--- config.mk ---
export PLATFORM = sky130hd
export DESIGN_NAME = io_uart_port
export DESIGN_NICKNAME = d
export VERILOG_FILES = /design/src/rtl/io_uart_port.sv
export SDC_FILE = /design/constraint.sdc
export NUM_CORES = 1
export LEC_CHECK = 0
export ABC_AREA = 1
export ABC_CLOCK_PERIOD_IN_PS = 2400
export CELL_PAD_IN_SITES_DETAIL_PLACEMENT = 2
export CELL_PAD_IN_SITES_GLOBAL_PLACEMENT = 2
export CORE_MARGIN = 10
export CORE_UTILIZATION = 30
export CTS_BUF_LIST = sky130_fd_sc_hd__clkbuf_4 sky130_fd_sc_hd__clkbuf_8
export DETAILED_ROUTE_END_ITERATION = 10
export DONT_BUFFER_PORTS = 1
export GPL_TIMING_DRIVEN = 0
export HOLD_SLACK_MARGIN = 0.05
export PLACE_DENSITY_LB_ADDON = 0.25
export SLEW_MARGIN = 10
export SYNTH_ARGS = -nofsm -noshare
export SYNTH_HDL_FRONTEND = slang
export SYNTH_SLANG_ARGS = --single-unit
--- constraint.sdc ---
create_clock -name clk -period 2.4 [get_ports clk]
set_input_delay 0.36 -clock clk [delete_from_list [all_inputs] [get_ports clk]]
set_output_delay 0.36 -clock clk [all_outputs]
set_load 0.1 [all_outputs]
--- src/rtl/io_uart_port.sv ---
`default_nettype none
// +--------------------------------------------------------------------------+
// | io_uart_port: CPU I/O responder with TX FIFO + 8N1 transmitter and a     |
// | single-byte 8N1 receiver. Optional IRQ logic under `IO_UART_IRQ_EN`.     |
// | Revision: 1.0                                                            |
// +--------------------------------------------------------------------------+
module io_uart_port #(
  parameter int CLKS_PER_BIT    = 16,
  parameter int FIFO_DEPTH_LOG2 = 2
) (
  input  logic       clk,
  input  logic       rst,
  input  logic       ior,
  input  logic       iow,
  input  logic [3:0] port,
  input  logic [7:0] ioout,
  output logic [7:0] iodata,
  output logic       txd,
  input  logic       rxd,
  output logic       irq
);

  localparam int AW    = FIFO_DEPTH_LOG2;
  localparam int DEPTH = 1 << AW;
  localparam int CNT_W = $clog2(CLKS_PER_BIT);
  localparam logic [CNT_W-1:0] BIT_LAST  = CNT_W'(CLKS_PER_BIT - 1);
  localparam logic [CNT_W-1:0] HALF_LAST = CNT_W'(CLKS_PER_BIT / 2 - 1);

  typedef enum logic [1:0] {
    ST_IDLE  = 2'd0,
    ST_START = 2'd1,
    ST_DATA  = 2'd2,
    ST_STOP  = 2'd3
  } uart_state_e;

  logic rd_data, rd_stat, wr_data, wr_ctrl;
  assign rd_data = ior && (port == 4'd0);
  assign rd_stat = ior && (port == 4'd1);
  assign wr_data = iow && (port == 4'd0);
  assign wr_ctrl = iow && (port == 4'd2);

  // TX FIFO: extra pointer bit separates full from empty
  logic [7:0]  fifo_mem_q [DEPTH];
  logic [AW:0] wr_ptr_q, wr_ptr_d, rd_ptr_q, rd_ptr_d;
  logic        fifo_empty, fifo_full, push, pop;

  assign fifo_empty = (wr_ptr_q == rd_ptr_q);
  assign fifo_full  = (wr_ptr_q[AW] != rd_ptr_q[AW]) && (wr_ptr_q[AW-1:0] == rd_ptr_q[AW-1:0]);

  uart_state_e      tx_state_q, tx_state_d;
  logic [CNT_W-1:0] tx_cnt_q, tx_cnt_d;
  logic [2:0]       tx_idx_q, tx_idx_d;
  logic [7:0]       tx_shift_q, tx_shift_d;
  logic             txd_q, txd_d;

  assign push     = wr_data && !fifo_full;
  assign pop      = (tx_state_q == ST_IDLE) && !fifo_empty;
  assign wr_ptr_d = wr_ptr_q + (AW+1)'(push);
  assign rd_ptr_d = rd_ptr_q + (AW+1)'(pop);
  assign txd      = txd_q;

  always_comb begin
    tx_state_d = tx_state_q;
    tx_cnt_d   = tx_cnt_q;
    tx_idx_d   = tx_idx_q;
    tx_shift_d = tx_shift_q;
    txd_d      = txd_q;
    unique case (tx_state_q)
      ST_IDLE: begin
        txd_d = 1'b1;
        if (!fifo_empty) begin
          tx_state_d = ST_START;
          tx_shift_d = fifo_mem_q[rd_ptr_q[AW-1:0]];
          tx_cnt_d   = '0;
          txd_d      = 1'b0;
        end
      end
      ST_START: begin
        if (tx_cnt_q == BIT_LAST) begin
          tx_state_d = ST_DATA;
          tx_cnt_d   = '0;
          tx_idx_d   = 3'd0;
          txd_d      = tx_shift_q[0];
        end else begin
          tx_cnt_d = tx_cnt_q + 1'b1;
        end
      end
      ST_DATA: begin
        if (tx_cnt_q == BIT_LAST) begin
          tx_cnt_d = '0;
          if (tx_idx_q == 3'd7) begin
            tx_state_d = ST_STOP;
            txd_d      = 1'b1;
          end else begin
            tx_idx_d   = tx_idx_q + 1'b1;
            tx_shift_d = {1'b0, tx_shift_q[7:1]};
            txd_d      = tx_shift_q[1];
          end
        end else begin
          tx_cnt_d = tx_cnt_q + 1'b1;
        end
      end
      ST_STOP: begin
        if (tx_cnt_q == BIT_LAST) begin
          tx_state_d = ST_IDLE;
          tx_cnt_d   = '0;
        end else begin
          tx_cnt_d = tx_cnt_q + 1'b1;
        end
      end
      default: tx_state_d = ST_IDLE;
    endcase
  end

  // Receiver; third sync stage only serves falling-edge detection
  logic             rx_s1_q, rx_s2_q, rx_s3_q;
  uart_state_e      rx_state_q, rx_state_d;
  logic [CNT_W-1:0] rx_cnt_q, rx_cnt_d;
  logic [2:0]       rx_idx_q, rx_idx_d;
  logic [7:0]       rx_shift_q, rx_shift_d;
  logic [7:0]       rx_data_q, rx_data_d;
  logic             rx_valid_q, rx_valid_d, rx_overrun_q, rx_overrun_d, rx_commit;

  always_comb begin
    rx_state_d = rx_state_q;
    rx_cnt_d   = rx_cnt_q;
    rx_idx_d   = rx_idx_q;
    rx_shift_d = rx_shift_q;
    rx_commit  = 1'b0;
    unique case (rx_state_q)
      ST_IDLE: begin
        if (rx_s3_q && !rx_s2_q) begin
          rx_state_d = ST_START;
          rx_cnt_d   = '0;
        end
      end
      ST_START: begin
        if (rx_cnt_q == HALF_LAST) begin
          rx_cnt_d   = '0;
          rx_idx_d   = 3'd0;
          rx_state_d = rx_s2_q ? ST_IDLE : ST_DATA;
        end else begin
          rx_cnt_d = rx_cnt_q + 1'b1;
        end
      end
      ST_DATA: begin
        if (rx_cnt_q == BIT_LAST) begin
          rx_cnt_d   = '0;
          rx_shift_d = {rx_s2_q, rx_shift_q[7:1]};
          if (rx_idx_q == 3'd7) rx_state_d = ST_STOP;
          else                  rx_idx_d   = rx_idx_q + 1'b1;
        end else begin
          rx_cnt_d = rx_cnt_q + 1'b1;
        end
      end
      ST_STOP: begin
        if (rx_cnt_q == BIT_LAST) begin
          rx_state_d = ST_IDLE;
          rx_cnt_d   = '0;
          rx_commit  = rx_s2_q;
        end else begin
          rx_cnt_d = rx_cnt_q + 1'b1;
        end
      end
      default: rx_state_d = ST_IDLE;
    endcase
  end

  // A commit racing a data read leaves the new byte valid without overrun
  always_comb begin
    rx_data_d    = rx_commit ? rx_shift_q : rx_data_q;
    rx_valid_d   = rx_commit ? 1'b1 : (rd_data ? 1'b0 : rx_valid_q);
    rx_overrun_d = rx_overrun_q;
    if (rx_commit && rx_valid_q && !rd_data) rx_overrun_d = 1'b0 | 1'b1;
    else if (wr_ctrl && ioout[1])            rx_overrun_d = 1'b0;
  end

  logic irq_en;

`ifdef IO_UART_IRQ_EN
  logic irq_en_q, irq_en_d, tx_empty_edge_q, tx_empty_edge_d, irq_q, irq_d;

  always_comb begin
    irq_en_d        = wr_ctrl ? ioout[0] : irq_en_q;
    tx_empty_edge_d = tx_empty_edge_q;
    if (!fifo_empty && (wr_ptr_d == rd_ptr_d)) tx_empty_edge_d = 1'b1;
    else if (rd_stat)                          tx_empty_edge_d = 1'b0;
    irq_d = irq_en_q & (rx_valid_q | tx_empty_edge_q);
  end

  always_ff @(posedge clk) begin
    if (rst) begin
      irq_en_q        <= 1'b0;
      tx_empty_edge_q <= 1'b0;
      irq_q           <= 1'b0;
    end else begin
      irq_en_q        <= irq_en_d;
      tx_empty_edge_q <= tx_empty_edge_d;
      irq_q           <= irq_d;
    end
  end

  assign irq    = irq_q;
  assign irq_en = irq_en_q;
`else
  assign irq    = 1'b0;
  assign irq_en = 1'b0;
`endif

  always_comb begin
    iodata = 8'h00;
    unique case (port)
      4'd0:    iodata = rx_data_q;
      4'd1:    iodata = {4'b0, rx_overrun_q, rx_valid_q, fifo_full, fifo_empty};
      4'd2:    iodata = {7'b0, irq_en};
      default: iodata = 8'h00;
    endcase
  end

  always_ff @(posedge clk) begin
    if (!rst && push) fifo_mem_q[wr_ptr_q[AW-1:0]] <= ioout;
  end

  always_ff @(posedge clk) begin
    if (rst) begin
      wr_ptr_q     <= '0;
      rd_ptr_q     <= '0;
      tx_state_q   <= ST_IDLE;
      tx_cnt_q     <= '0;
      tx_idx_q     <= 3'd0;
      tx_shift_q   <= 8'h00;
      txd_q        <= 1'b1;
      rx_s1_q      <= 1'b1;
      rx_s2_q      <= 1'b1;
      rx_s3_q      <= 1'b1;
      rx_state_q   <= ST_IDLE;
      rx_cnt_q     <= '0;
      rx_idx_q     <= 3'd0;
      rx_shift_q   <= 8'h00;
      rx_data_q    <= 8'h00;
      rx_valid_q   <= 1'b0;
      rx_overrun_q <= 1'b0;
    end else begin
      wr_ptr_q     <= wr_ptr_d;
      rd_ptr_q     <= rd_ptr_d;
      tx_state_q   <= tx_state_d;
      tx_cnt_q     <= tx_cnt_d;
      tx_idx_q     <= tx_idx_d;
      tx_shift_q   <= tx_shift_d;
      txd_q        <= txd_d;
      rx_s1_q      <= rxd;
      rx_s2_q      <= rx_s1_q;
      rx_s3_q      <= rx_s2_q;
      rx_state_q   <= rx_state_d;
      rx_cnt_q     <= rx_cnt_d;
      rx_idx_q     <= rx_idx_d;
      rx_shift_q   <= rx_shift_d;
      rx_data_q    <= rx_data_d;
      rx_valid_q   <= rx_valid_d;
      rx_overrun_q <= rx_overrun_d;
    end
  end

endmodule
`default_nettype wire
**Yosys cells after proc, flatten, opt, wreduce, memory -nomap -nowiden**

Memory sizes are Yosys's and may differ from the RTL's. A register that Yosys moved wholly into a read port is not among the register bits.
Cells that the tools add are included.

- Register bits after elaboration: 54
- RAM bits: 32
- Input port bits: 17
- Output and inout bits: 10
- Logic and storage cells: 133
- Memories kept: 1

- Add/sub/neg operators: 6
- Eq/ne operators: 28
- Multiplexer cells: 47
- Reductions and logical operators: 34

Memory list:

| memory | depth | width | rd ports | clocked after memory_dff | wr ports | RTL line | text |
|---|---|---|---|---|---|---|---|
| fifo_mem_q | 4 | 8 | 1 | 1 | 1 | 43 | `logic [7:0] fifo_mem_q [DEPTH];` |

Operators by type and width:

| cell | number |
|---|---|
| $pmux W8 S2 | 2 |
| $mux W2 | 12 |
| $mux W8 | 3 |
| $ne A2 B2 Y1 const B | 12 |
| $mux W4 | 5 |
| $mux W3 | 6 |
| $pmux W2 S4 | 2 |
| $mux W1 | 12 |
| $pmux W3 S2 | 2 |
| $pmux W4 S3 | 1 |
| $reduce_and A4 Y1 | 3 |
| $logic_and A1 B1 Y1 | 11 |
| $reduce_and A5 Y1 | 2 |
| $reduce_bool A2 Y1 | 5 |
| $add A4 B1 Y4 const B | 2 |
| $eq A2 B2 Y1 const B | 4 |
| $eq A4 B4 Y1 const B | 2 |
| $pmux W4 S2 | 1 |
| $add A3 B1 Y3 | 2 |
| $add A3 B1 Y3 const B | 2 |
| $eq A3 B3 Y1 const B | 2 |
| $logic_not A1 Y1 | 5 |
| $eq A2 B1 Y1 const B | 2 |
| $eq A4 B1 Y1 const B | 1 |
| other kinds (13) | 14 |

**Depth between registers and ports, before layout**

- Depth after elaboration: 7
- Depth in mapped cells: 12
- Gate-level depth less buffers: 12

**Least setup slack after synthesis**

Ideal clock, no wire load.

- Path type: register -> output
- Start point: register rd_ptr_q[1]
- End point: output port iodata[0]
- Arrival: 2.958 ns
- Required time: 2.040 ns
- Setup slack: -0.918 ns
- Cell stages (with the launch flop): 7
- Path buffers: 1
- Path through: dfxtp_1 > buf_6 > xnor2_4 > nand2_1 > nor2_1 > inv_1 > o21ai_0

- Longest elaborated chain between the ends: 2

Ends and longest elaborated chain:

| element | RTL line | text |
|---|---|---|
| start, declared | 44 | `logic [AW:0] wr_ptr_q, wr_ptr_d, rd_ptr_q, rd_ptr_d;` |
| start signal, assigned | 245 | `rd_ptr_q <= rd_ptr_d;` |
| $eq A3 B3 Y1 | 47 | `assign fifo_empty = (wr_ptr_q == rd_ptr_q);` |
| $pmux W8 S2 | 212 | `unique case (port)` |
| end, declared | 17 | `output logic [7:0] iodata,` |

Every way passes these cells.

**Final worst setup path**

- Start point: input port port[3]
- End point: output port iodata[5]

- Longest elaborated chain between the ends: 2
- Elaborated cells on any way between the ends: 3
- Classes of those cells: eq/ne: 1; mux: 1; reduce/logical: 1

Ends and longest elaborated chain:

| element | RTL line | text |
|---|---|---|
| start, declared | 15 | `input logic [3:0] port,` |
| $eq A4 B1 Y1 or $logic_not A4 Y1 (tied branches) | 212 |  |
| $pmux W8 S2 * | 212 |  |

Every way passes the cells marked *; elsewhere a longest branch is shown, timed or not.

==> metrics <==
synth unique cells 35; max-slew violation count 0; min-delay worst type input port to flip-flop; DRT iter0 DRCs 85; core area 13,300 um2; layout cell share with drive strength beyond 1 0.103; top_reg_cell synth dfxtp_1; CTS root buffer clkbuf_8; Chip Width 137 um; gr busiest metal met2; failing checks setup timing; Area Overhead vs Synth 13.0%; P_leak 0.00205 uW; routed length per placed instance 15.5 um; Max Root-Sink Buffers 2; via count 3,300; Hold Vio Cnt, Final 0; fin area 4630 um2; min Tclk post-route 2480 ps; Worst Path Arrival 2120 ps; number of global-route vias before repair approximately 3,700; post-route ant nets 0; Synth Net Count 554; Tcrit/Tclk final 1.03; Worst R2R Setup Slack 380 ps; Placed Area around 4300 um2; YS warnings 0; clock sinks 86; Synth Cell Area 4100 um2; synthesis-stage register bit count 86; setup ws final -83.2 ps; drt total wl 11.1 mm; cell count after synthesis 521; DRC Markers 0; VDD IR max 0.308 mV; post-DP HPWL 8.28 mm; CTS H-tree lvls 3; pre-CTS WS -112 ps; largest net degree at the start of global routing 15; critical path endpoint category output pin; GRT Total Usage 0.126; row count 42; met2 track demand over resource 0.242; Startpoint Class input port; Starting Density 0.308; Worst-Skew Late Latency 370 ps; first-pass GRT wire length 18.3 mm; Least-Margin Pin Slew 1090 ps; EDFF count, synth 32; power density cells 925 nW/um2; Synth async-reset ratio 0; routed vias/inst 4.60; initial antenna violation count 0; die height between 100 and 150 um; drt pass-1 iters 4; # IOs 27; Max Clock Skew 11.6 ps; GPL Wtd Cong 0.758; Mapped Avg Cell Area 7.87 um2; met1 Use GR 0.129; clock-pin slew on the worst setup and hold paths ~90 ps; ant diodes 0; Setup Crit Path Kind input port to output pin; Setup Viol. Count Final 4; unrepaired setup endpoints after global routing yes; met3 usage 0.0341; total grt overflow 0; Pwr Total 4280 uW; setup TNS -280 ps; Max-Slew Margin vs Limit 0.276; Post-CTS Setup Repair Bufs 0; maximum fanout along the worst path 7; outcome complete, but fails checks; post-synthesis sequential area ratio 0.498; # nets final 570; FMAX 0.403 GHz; max-cap viol count 0; CTS tree done; PortBufs 0; Worst EP required 2040 ps; CTS Buf Count 9; die area 18,700 um2
-- logic make-up after synthesis --
| group | after synthesis | synth area share |
|---|---|---|
| and+or+nand+nor | 253 | 0.255 |
| xor gates and xnor gates | 5 | 0.0153 |
| adders and majority gates | 16 | 0.0488 |
| AOI/OAI and AO/OA | 63 | 0.0803 |
| buffers and inverters | 97 | 0.102 |
| other | 1 | 0.000915 |
| DFF | 86 | 0.498 |
-- critical path: stages --
cell,delay [ps]
nor2_1,170
nand2_1,70
nor2_1,400
inv_1,250
nor2_2,860
-- cells in the mapped netlist (2+ instances only) --
master	n	area (um2)
buf_2	4	20.0
clkbuf_1	3	11.3
xnor2_1	2	17.5
buf_6	3	33.8
o21ai_0	36	180
a21oi_1	22	110
buf_4	3	22.5
xor2_1	2	17.5
dfxtp_1	54	1080
nand2_1	131	492
ha_1	16	200
inv_1	79	297
inv_2	2	7.51
nor2_1	84	315
edfxtp_1	32	961
nand2_2	2	12.5
nand3_1	26	130
or2_2	3	18.8
-- placed cells by master, fill, tap and decap left out, drive strengths merged, types with 3 or more instances in the layout --
master | Yosys | routed
or2 | 3 | 3
o21ai | 37 | 37
xnor2 | 3 | 3
nand2 | 134 | 134
buf | 11 | 11
edfxtp | 32 | 32
clkbuf | 5 | 16
a21oi | 23 | 23
dfxtp | 54 | 54
dlygate4sd3 | 0 | 5
nor2 | 85 | 85
nand3 | 27 | 27
ha | 16 | 16
inv | 81 | 81
-- area by class of cell --
cell class,instances,area (um2)
inverters,81,304
flip-flops and latches,86,2040
multi-input cells,338,1700
repair buffers,5,50.0
fillers,1588,8660
well taps,176,220
plain buffers,16,113
clock buffers,11,139
clock inverters,5,60.1
-- where the power goes --
| group | switching (uW) | total (uW) | internal [uW] |
|---|---|---|---|
| sequential | 147 | 1790 | 1650 |
| combinational | 955 | 1430 | 479 |
| clock | 547 | 1050 | 506 |
-- per-stage QoR --
step | utilization | hold WS, ps | cells
5_1_grt | 0.348 | 50.3 | 718
3_5_place_dp | 0.327 | 413 | 697
4_1_cts | 0.343 | 55.4 | 713
3_3_place_gp | 0.326 | 398 | 697
2_1_floorplan | - | 389 | 521
6_report | 0.348 | 79.7 | 718
-- routing by layer --
metal  wire, um  part of all wire  vias up
met5          0                 0        -
li1           -                 -     1650
met2       6100              0.55       24
met4        123             0.011        0
met1       4610              0.41     1617
met3        288             0.026        9
-- sequential cells by signal (all words and copies together) (netlist names), named ones only --
name / flops
tx_idx_q: 3
wr_ptr_q: 3
rx_shift_q: 8
rx_valid_q: 1
rx_s1_q: 1
rx_s3_q: 1
rd_ptr_q: 3
fifo_mem_q: 32
rx_s2_q: 1
tx_state_q: 2
txd: 1
tx_cnt_q: 4
rx_data_q: 8
rx_state_q: 1
rx_cnt_q: 4
rx_overrun_q: 1
rx_idx_q: 3
tx_shift_q: 8
-- what timing repair did --
item	4_1_cts	5_1_grt
endpoints found under the setup margin	6	37
hold endpoints to repair	0	11
resized for setup	3	6
pin swaps	0	2
hold buffers	0	5
-- worst paths after layout --
path                                    endpoint  cells past startpoint        start
worst max-delay path                   iodata[5]                      5      port[3]
worst min-delay path            fifo_mem_q[3][1]                      0     ioout[1]
worst max register to register  fifo_mem_q[2][2]                      8  rd_ptr_q[0]
worst min register to register           rx_s2_q                      1      rx_s1_q
(Power assumes the default switching activity.)
